$ cat src/rtl/atm_counter_arbiter.sv
// Round-robin arbiter sharing one 64-bit event counter over a 32-bit, two-beat read path.
// Optional macro CLEAR_ON_READ_EN: pulse cnt_clr_o on every snapshot so reads return deltas.
module atm_counter_arbiter #(
  parameter int NREQ = 4,
  parameter int IDW  = $clog2(NREQ)
) (
  input  logic            clk,
  input  logic            rst,
  input  logic [NREQ-1:0] req_i,
  input  logic [63:0]     count_i,
  output logic [NREQ-1:0] gnt_o,
  output logic [IDW-1:0]  gnt_id_o,
  output logic            ack_o,
  output logic [31:0]     data_o,
  output logic            last_o,
  output logic            busy_o,
  output logic            cnt_clr_o
);

  typedef enum logic [1:0] {
    IDLE = 2'd0,
    LO   = 2'd1,
    HI   = 2'd2
  } state_e;

`ifdef CLEAR_ON_READ_EN
  localparam logic CLR_EN = 1'b1;
`else
  localparam logic CLR_EN = 1'b0;
`endif

  state_e          state_q;
  logic [IDW-1:0]  rr_ptr_q;
  logic [IDW-1:0]  rr_ptr_d;
  logic [63:0]     snap_q;
  logic [NREQ-1:0] gnt_q;
  logic [IDW-1:0]  gnt_id_q;
  logic            ack_q;
  logic [31:0]     data_q;
  logic            last_q;
  logic            busy_q;
  logic            cnt_clr_q;

  logic [NREQ-1:0] elig_mask;
  logic [IDW-1:0]  win_idx;
  logic [IDW-1:0]  scan_idx;
  logic            win_vld;

  function automatic logic [IDW-1:0] inc_wrap(input logic [IDW-1:0] v);
    if (v == IDW'(NREQ - 1)) begin
      return {IDW{1'b0}};
    end else begin
      return v + IDW'(1);
    end
  endfunction

  // Rotating-priority search; in HI the pointer is already advanced past the grantee
  // and the grantee itself is masked so it cannot be regranted back to back.
  always_comb begin
    rr_ptr_d  = rr_ptr_q;
    elig_mask = req_i;
    if (state_q == HI) begin
      rr_ptr_d  = inc_wrap(gnt_id_q);
      elig_mask = req_i & ~gnt_q;
    end else begin
      rr_ptr_d  = rr_ptr_q;
      elig_mask = req_i;
    end
    win_vld  = 1'b0;
    win_idx  = rr_ptr_d;
    scan_idx = rr_ptr_d;
    for (int i = 0; i < NREQ; i++) begin
      if (!win_vld && elig_mask[scan_idx]) begin
        win_vld = 1'b1;
        win_idx = scan_idx;
      end else begin
        win_vld = win_vld;
      end
      scan_idx = inc_wrap(scan_idx);
    end
  end

  // Transfer FSM with all outputs registered.
  always_ff @(posedge clk) begin
    if (!rst) begin
      state_q   <= IDLE;
      rr_ptr_q  <= {IDW{1'b0}};
      snap_q    <= 64'd0;
      gnt_q     <= {NREQ{1'b0}};
      gnt_id_q  <= {IDW{1'b0}};
      ack_q     <= 1'b0;
      data_q    <= 32'd0;
      last_q    <= 1'b0;
      busy_q    <= 1'b0;
      cnt_clr_q <= 1'b0;
    end else begin
      case (state_q)
        IDLE, HI: begin
          rr_ptr_q <= rr_ptr_d;
          if (win_vld) begin
            state_q   <= LO;
            snap_q    <= count_i;
            gnt_q     <= NREQ'(1) << win_idx;
            gnt_id_q  <= win_idx;
            ack_q     <= 1'b1;
            data_q    <= count_i[31:0];
            last_q    <= 1'b0;
            busy_q    <= 1'b1;
            cnt_clr_q <= CLR_EN;
          end else begin
            state_q   <= IDLE;
            gnt_q     <= {NREQ{1'b0}};
            gnt_id_q  <= {IDW{1'b0}};
            ack_q     <= 1'b0;
            last_q    <= 1'b0;
            busy_q    <= 1'b0;
            cnt_clr_q <= 1'b0;
          end
        end
        LO: begin
          state_q   <= HI;
          ack_q     <= 1'b1;
          data_q    <= snap_q[63:32];
          last_q    <= 1'b1;
          busy_q    <= 1'b1;
          cnt_clr_q <= 1'b0;
        end
        default: begin
          state_q   <= IDLE;
          gnt_q     <= {NREQ{1'b0}};
          gnt_id_q  <= {IDW{1'b0}};
          ack_q     <= 1'b0;
          last_q    <= 1'b0;
          busy_q    <= 1'b0;
          cnt_clr_q <= 1'b0;
        end
      endcase
    end
  end

  assign gnt_o     = gnt_q;
  assign gnt_id_o  = gnt_id_q;
  assign ack_o     = ack_q;
  assign data_o    = data_q;
  assign last_o    = last_q;
  assign busy_o    = busy_q;
  assign cnt_clr_o = cnt_clr_q;

endmodule

$ cat config.mk
export PLATFORM = sky130hd
export DESIGN_NAME = atm_counter_arbiter
export DESIGN_NICKNAME = d
export VERILOG_FILES = /design/src/rtl/atm_counter_arbiter.sv
export SDC_FILE = /design/constraint.sdc
export NUM_CORES = 1
export LEC_CHECK = 0
export ABC_AREA = 1
export CORE_MARGIN = 2
export CORE_UTILIZATION = 41
export CTS_CLUSTER_DIAMETER = 120
export DETAILED_ROUTE_END_ITERATION = 12
export PLACE_DENSITY = 0.78
export SETUP_SLACK_MARGIN = 0.3
export SLEW_MARGIN = 20
export SYNTH_ARGS = -nofsm -noshare
export SYNTH_HDL_FRONTEND = slang
export SYNTH_SLANG_ARGS = --single-unit
$ cat constraint.sdc
create_clock -name clk -period 1.8 [get_ports clk]
set_input_delay 0.36 -clock clk [delete_from_list [all_inputs] [get_ports clk]]
set_output_delay 0.36 -clock clk [all_outputs]
set_load 0.1 [all_outputs]
==> key figures, run 1 <==
Power
  • Net Sw Power: 0.004755 W
  • Logic pwr share: 0.606
  • Seq pwr share: 0.252
  • P_int: 0.005146 W
  • Clk pwr share: 0.142
  • Maximum VDD drop: 0.001101 V
  • PwrDens: 1615 nW/um^2
  • Final Power: 0.009901 W
  • Leak Pwr: 2.637 nW
  • Net Sw Frac: 0.4802

Synth
  • Post-synthesis sequential area ratio: 0.4407
  • Synth Area in Compound Gates: 0.1116
  • Syn Area/Cell: 6.897 um^2
  • Post-synthesis xor/xnor area fraction: 0
  • Yosys top cell area share: 0.4407
  • Synth unique cells: 20
  • Cell taking the most area after synthesis: dfxtp_1
  • Main combinational cell family by area after synthesis: simple AND/OR/NAND/NOR gates
  • Mux cell area share after synthesis: 0
  • Adder-cell share of the synthesized area: 0.003672
  • Post-Synth Simple-Gate Area: 0.3515
  • Synth Register Bits: 75
  • Synth warn: 0
  • Cells after Synth: 494
  • Top cells by area, synth: dfxtp_1 44%, nand2_1 16%, nand3_1 8.1%
  • Syn_nets: 565
  • Mapped cell area: 3407 um^2

Critical path
  • R2R Setup Slk: -0.33 ns
  • Worst r2r src: gnt_id_o[0]$_SDFFE_PN0N_
  • Data required, critical path: 2.03 ns
  • CP Cell Sequence: ha_4 > inv_2 > nand2_2 > nand2_4 > nand2_4 > nand2_4 > nand2_2 > nand2_2 > nor2_4 > nand3_4 > buf_6 > nand3_4 > buf_6 > nor2_4 > nand2_1 > nand2_1
  • Reg-to-Reg End: gnt_o[0]$_SDFFE_PN0N_
  • Crit path max fanout: 4
  • Largest stage delay on the critical path: 0.37 ns
  • Largest delay share family, worst path: simple AND/OR/NAND/NOR gates
  • Class of the most critical setup path: register to register
  • Worst reg-to-reg path cell count: 16
  • Worst Setup End Kind: register
  • Worst setup SP type: register
  • Arrival time worst endpoint: 2.36 ns
  • CP Depth: 16
  • Worst path bufs/invs: 3
  • Max stage delay cell, worst path: dfxtp_4

Final layout
  • Area of the multi-input gates: 2079 um^2
  • Non-filler cells, final: 749
  • Register Area: 1520 um^2
  • Fin util: 0.7537
  • N_diodes: 0
  • Layout fillers: 495
  • Most frequent cells in the layout: 110 x nand2_1, 69 x clkdlybuf4s50_1, 66 x dfxtp_1, 46 x buf_12, 44 x nand3_1
  • Final #Nets: 710
  • Synth-to-Final Area Change: 79.95%
  • Layout cells sized above 1: 0.3432
  • Commonest non-fill, non-tap cell in the layout: nand2_1

Detailed routing
  • Antenna Nets Post-Route: 0
  • Residual DRC count: 0
  • Drt wl/cell: 16.74 um
  • Total wire length: 12540 um
  • Vias: 4109
  • Detailed Routing Iterations Pass 1: 5
  • DRT iter0 DRCs: 368
  • Avg Vias per Cell: 5.486

STA
  • Final Hold Vio Count: 0
  • Final setup vio count: 72
  • Final worst slack: -0.3315 ns
  • RSZ-0062 raised after global routing: yes
  • Slew Viols, Final: 0
  • Clock Skew: 0.007599 ns
  • Post-Route Hold Slack: 0.4579 ns
  • Fmax: 469.2 MHz
  • Minimum clock period: 2.131 ns
  • Crit share post-route: 1.184

Global routing
  • Grt ovf: 0
  • Total GRT Usage: 0.2546
  • Pin count of the biggest net entering global routing: 41
  • Antenna violations before repair: 0
  • Vias in the first global route: 3815
  • First-pass GRT wire length: 18100 um

Placement
  • GPL Wtd Cong: 0.9085
  • Placed cell count: 716
  • Port Buf Inserts: 110
  • Hpwl dp: 7333 um

Floorplanning
  • Core ar.: 8134 um^2
  • Chip height: 95.16 um
  • Die Area: 9055 um^2
  • Top Ports: 112
  • DIE WIDTH: 95.16 um
  • Initial Utilization: 0.4189
  • Row count: 33

Status
  • Status: finished, violations left
  • Violated checks: negative setup slack

CTS
  • Cts bufs inserted: 9
  • # H-tree levels: 3
  • Worst-Skew Late Latency: 0.34 ns
  • Clock Pin Slew Worst Setup and Hold Paths: 0.08 ns
  • Clock Path Buffers: 2
  • CTS tree: built
  • CTS root buf: clkbuf_8
  • CTS Sinks: 75

Hold path
  • Hold_sp: snap_q[40]$_SDFFE_PN0P_
  • Hold Path End: snap_q[40]$_SDFFE_PN0P_
  • Worst Hold Depth: 2
  • Worst hold path type: register to register

Job
  • # Max-Cap Violations: 0
==> routing by layer <==
metal / GRT usage / part of all wire
met2: 0.4448 / 0.53
met3: 0.04743 / 0.059
met5: 0 / 0
met4: 0.1002 / 0.038
met1: 0.3079 / 0.37
==> worst max-delay path by stage <==
stage,from,end
after global placement,req_i[3],data_o[4]$_SDFFE_PN0P_
final,gnt_id_o[0]$_SDFFE_PN0N_,gnt_o[0]$_SDFFE_PN0N_
after CTS,gnt_id_o[0]$_SDFFE_PN0N_,gnt_o[1]$_SDFFE_PN0N_
after global routing,gnt_id_o[0]$_SDFFE_PN0N_,gnt_o[0]$_SDFFE_PN0N_
after floorplan,state_q[1]$_SDFF_PN0_,data_o[11]$_SDFFE_PN0P_
after detailed placement,req_i[3],snap_q[55]$_SDFFE_PN0P_
==> power groups by stage <==
stage	registers, W	clock network, W	logic [W]
after floorplan	0.00394	0	0.00155
after CTS	0.00244	0.00142	0.00546
after global routing	0.00253	0.00147	0.00628
final	0.00250	0.00141	0.00600
after global placement	0.00245	0	0.00479
after detailed placement	0.00246	0	0.00487
==> synth_stat cells <==
library cell / n
clkinv_1: 1
nor2_1: 43
nand3_1: 55
clkbuf_1: 15
conb_1: 1
ha_1: 1
dfxtp_1: 75
o21ai_0: 48
buf_2: 3
nand2_4: 1
nor2_2: 2
buf_4: 10
nand2_2: 7
inv_1: 27
a21oi_1: 28
buf_6: 4
inv_2: 4
nand4_1: 21
nand3_2: 1
nand2_1: 147
==> flip-flops by register name (all words and copies together) (netlist names) <==
signal,count
gnt_id_o,2
snap_q,32
rr_ptr_q,2
gnt_o,4
busy_o,1
state_q,2
data_o,32
==> layout make-up <==
type,count,area share
tap,105,0.02143
clock inverter,6,0.01449
inverter,32,0.02347
timing repair buffer,163,0.3327
multi-input combinational,358,0.3392
clock buffer,10,0.02082
sequential,75,0.2480
==> cells by family after synthesis <==
logic type      after synthesis
flops                        75
compound gates               76
fa+ha+maj                     1
simple gates                277
buf+inv                      64
other cells                   1
==> worst register-to-register path, cell delays in order, from the launching register on <==
cell and delay (ns):
dfxtp_4 0.37, ha_4 0.28, inv_2 0.04, nand2_2 0.08
nand2_4 0.09, nand2_4 0.09, nand2_4 0.06, nand2_2 0.07
nand2_2 0.08, nor2_4 0.14, nand3_4 0.14, buf_6 0.16
nand3_4 0.08, buf_6 0.14, nor2_4 0.05, nand2_1 0.10
nand2_1 0.07
==> stage by stage <==
| stage | setup WS, ns | cell area, um^2 | TNS (ns) |
|---|---|---|---|
| final | -0.3315 | 6131 | -16.36 |
| after global routing | -0.3980 | 6131 | -22.80 |
| after CTS | -0.1709 | 5853 | -9.471 |
| after detailed placement | -0.4342 | 5234 | -25.53 |
| after global placement | -0.2896 | 5234 | -18.64 |
| after floorplan | -0.3199 | 3467 | -19.71 |
==> repair_timing <==
action                                  in CTS  in global routing
hold buffers                                 0                  0
pin swaps                                   34                 30
buffers inserted                             7                  5
endpoints found under the setup margin      73                 73
gates cloned                                 5                  0
gates resized for setup                    104                 70
(Power assumes the default switching activity.)
==> run 2, diff against run 1 <==
- ABC_AREA: 1 -> not set
- CORE_UTILIZATION: 41 -> 40
- PLACE_DENSITY: 0.78 -> 0.77
==> run 2 against run 1 <==
  * The flow still finishes with violations (negative setup slack)
  * Non-clock buffer count increased by 8
  * Combinational power decreased by 65%
  * Setup slack improved by 0.30 ns
  * Synthesized cell count decreased by 29%
  * Clock power decreased by 15%
  * Critical path depth decreased by 7
  * Sequential power decreased by 22%
  * Critical endpoint is now gnt_o[1]$_SDFFE_PN0N_
  * Utilization increased by 10 points
  * Largest cell class is now buffers
  * Critical path type unchanged
==> key figures, run 2 <==
CTS
  • # H-tree levels: 3 (unchanged)
  • Worst-Skew Late Latency: 0.34 ns (about the same)
  • # hold bufs at CTS: 0 (unchanged)
  • CTS tree: built
  • Clock Pin Slew Worst Setup and Hold Paths: 0.08 ns (about the same)
  • CTS root buf: clkbuf_8
  • Clock Path Buffers: 2 (unchanged)
  • CTS Sinks: 75 (unchanged)
  • Cts bufs inserted: 9 (unchanged)

Final layout
  • Synth-to-Final Area Change: 108.2%
  • Post-route cell area: 6563 um^2 (+7.0%)
  • N_diodes: 0 (unchanged)
  • Layout cells sized above 1: 0.5684 (+0.2252)
  • Final #Nets: 578 (-19%)
  • Most frequent cells in the layout: 66 x dfxtp_1, 66 x clkdlybuf4s50_1, 50 x nand2_4, 49 x buf_12, 37 x a21boi_2
  • Layout fillers: 380 (-23%)
  • Non-filler cells, final: 614 (-18%)

Global routing
  • Grt ovf: 0 (unchanged)
  • Total GRT Usage: 0.2443 (-0.01029)
  • First-pass GRT wire length: 16400 um (-9.4%)
  • Antenna violations before repair: 0 (unchanged)
  • Pin count of the biggest net entering global routing: 32 (-22%)
  • Vias in the first global route: 3405 (-11%)

Synth
  • Cells after Synth: 353 (-29%)
  • Yosys top cell area share: 0.4764 (+0.03569)
  • Primary FF master, synth: dfxtp_1
  • Syn Area/Cell: 8.929 um^2 (+29%)
  • Syn_nets: 424 (-25%)
  • Top cells by area, synth: dfxtp_1 48%, a21boi_1 15%, nand2_1 12%
  • Post-synth ARST share: 0 (unchanged)
  • Post-synthesis sequential area ratio: 0.4764 (+0.03569)
  • Synth Register Bits: 75 (unchanged)
  • Top-count cell post-synth: nand2_1
  • Synth warn: 0 (unchanged)
  • Commonest cells in the netlist: 101 x nand2_1, 75 x dfxtp_1, 63 x a21boi_1
  • Synth unique cells: 38 (+90%)
  • Cell taking the most area after synthesis: dfxtp_1
  • Mapped cell area: 3152 um^2 (-7.5%)
  • Post-synth EDFFs: 0 (unchanged)

Detailed routing
  • Antenna Nets Post-Route: 0 (unchanged)
  • Total wire length: 12510 um (-0.25%)
  • DRT iter0 DRCs: 99 (-73%)
  • Vias: 3374 (-18%)
  • Residual DRC count: 0 (unchanged)
  • Detailed Routing Iterations Pass 1: 4 (-1)
  • Avg Vias per Cell: 5.495 (+0.17%)
  • Drt wl/cell: 20.37 um (+22%)

Critical path
  • Most used cell, CP: buf_6
  • Arrival time worst endpoint: 2.07 ns (-0.29 ns)
  • Class of the most critical setup path: register to register
  • CP Launch Point: state_q[0]$_SDFF_PN0_
  • Data required, critical path: 2.03 ns (about the same)
  • CP Cell Sequence: buf_6 > nand2b_4 > o21ai_4 > buf_6 > buf_4 > nor3_2 > o32ai_4 > inv_2 > a22o_1
  • Worst r2r src: state_q[0]$_SDFF_PN0_
  • Crit path max fanout: 3 (-1)
  • Max stage delay cell, worst path: o32ai_4
  • Worst Setup End Kind: register
  • Worst setup SP type: register
  • Largest stage delay on the critical path: 0.35 ns (-0.02 ns)

Floorplanning
  • Initial Utilization: 0.4100 (-0.008865)
  • Row count: 32 (-3.0%)
  • Chip height: 92.77 um (-2.5%)
  • DIE WIDTH: 92.77 um (-2.5%)
  • Top Ports: 112 (unchanged)
  • Core ar.: 7687 um^2 (-5.5%)
  • Die Area: 8605 um^2 (-5.0%)

STA
  • Final Hold Vio Count: 0 (unchanged)
  • Minimum clock period: 1.831 ns (-0.3000 ns)
  • Final setup vio count: 4 (-94%)
  • Final worst slack: -0.03144 ns (+0.3000 ns)
  • Post-Route Hold Slack: 0.3869 ns (-0.07105 ns)
  • Crit share post-route: 1.017 (-0.1667)
  • Setup_tns: -0.07161 ns (+16.29 ns)
  • Slew Viols, Final: 0 (unchanged)
  • Fmax: 546.0 MHz (+16%)
  • Clock Skew: 0.01141 ns (+0.003810 ns)
  • RSZ-0062 raised after global routing: yes

Placement
  • Placed cell count: 560 (-22%)
  • Placed inst area: 4928 um^2 (-5.8%)
  • Hpwl dp: 5949 um (-19%)
  • GPL Wtd Cong: 0.8493 (-6.5%)
  • Port Buf Inserts: 110 (unchanged)

Job
  • # Max-Cap Violations: 0 (unchanged)

Power
  • Final Power: 0.005238 W (-47%)
  • PwrDens: 798.1 nW/um^2 (-51%)
  • Leak Pwr: 2.804 nW (+6.3%)
  • Maximum VDD drop: 0.0005995 V (-46%)

Hold path
  • Hold_sp: rst
  • Worst hold path type: primary input to register

Status
  • Status: finished, violations left
  • Violated checks: negative setup slack
==> run 2: worst max-delay path, delay by kind of cell, from the launching register on <==
family	cells	cell delay, ns
buffers and inverters	4	0.44
DFF	1	0.34
AOI/OAI and AO/OA	3	0.74
and+or+nand+nor	2	0.21
==> run 2: through the flow <==
step / utilization / worst slack [ns]
floorplan: - / -0.08861
global placement: 0.6411 / -0.2075
detailed placement: 0.6411 / -0.2622
CTS: 0.7518 / 0.02197
global route: 0.8537 / -0.08641
finish: 0.8537 / -0.03144
==> run 2: power by group <==
part	leakage (nW)	internal (W)	switching (W)	total, W
registers	0.625	0.00179	0.000163	0.00195
logic	2.09	0.000952	0.00113	0.00208
clock network	0.0902	0.000545	0.000657	0.00120
==> run 2: area by class of cell <==
class,instances,area (um^2),share of cell area
inverter,6,22.52,0.003432
tap,102,127.6,0.01945
clock inverter,5,36.28,0.005529
multi-input combinational,244,2315,0.3527
clock buffer,11,141.4,0.02154
sequential,75,1520,0.2316
timing repair buffer,171,2400,0.3657
==> run 2: cells by family after synthesis <==
kind of cell / Yosys count / synth area share
AOI/OAI and AO/OA: 119 / 0.2950
adders and majority gates: 1 / 0.003969
buffers and inverters: 34 / 0.05478
DFF: 75 / 0.4764
muxes: 3 / 0.009925
other: 1 / 0.001190
and+or+nand+nor: 120 / 0.1588
==> run 2: repair_timing <==
action | in CTS | in global routing
buffers inserted | 14 | 8
gates cloned | 11 | 5
endpoints found under the setup margin | 71 | 71
gates resized for setup | 78 | 162
pin swaps | 30 | 106
==> run 2: final timing paths <==
| path | end | slack [ns] | depth (start not counted) |
|---|---|---|---|
| worst max-delay path | gnt_o[1]$_SDFFE_PN0N_ | -0.03 | 9 |
| worst min-delay path | state_q[0]$_SDFF_PN0_ | 0.39 | 3 |
| worst max register to register | gnt_o[1]$_SDFFE_PN0N_ | -0.03 | 9 |
| worst min register to register | snap_q[42]$_SDFFE_PN0P_ | 0.47 | 2 |
==> run 2: layer usage <==
metal	global-route usage	up-vias	routed length (um)
li1	-	1533	-
met1	0.2778	1677	4671
met2	0.4583	142	6788
met3	0.04882	22	804
met4	0.06985	0	242
met5	0	-	0
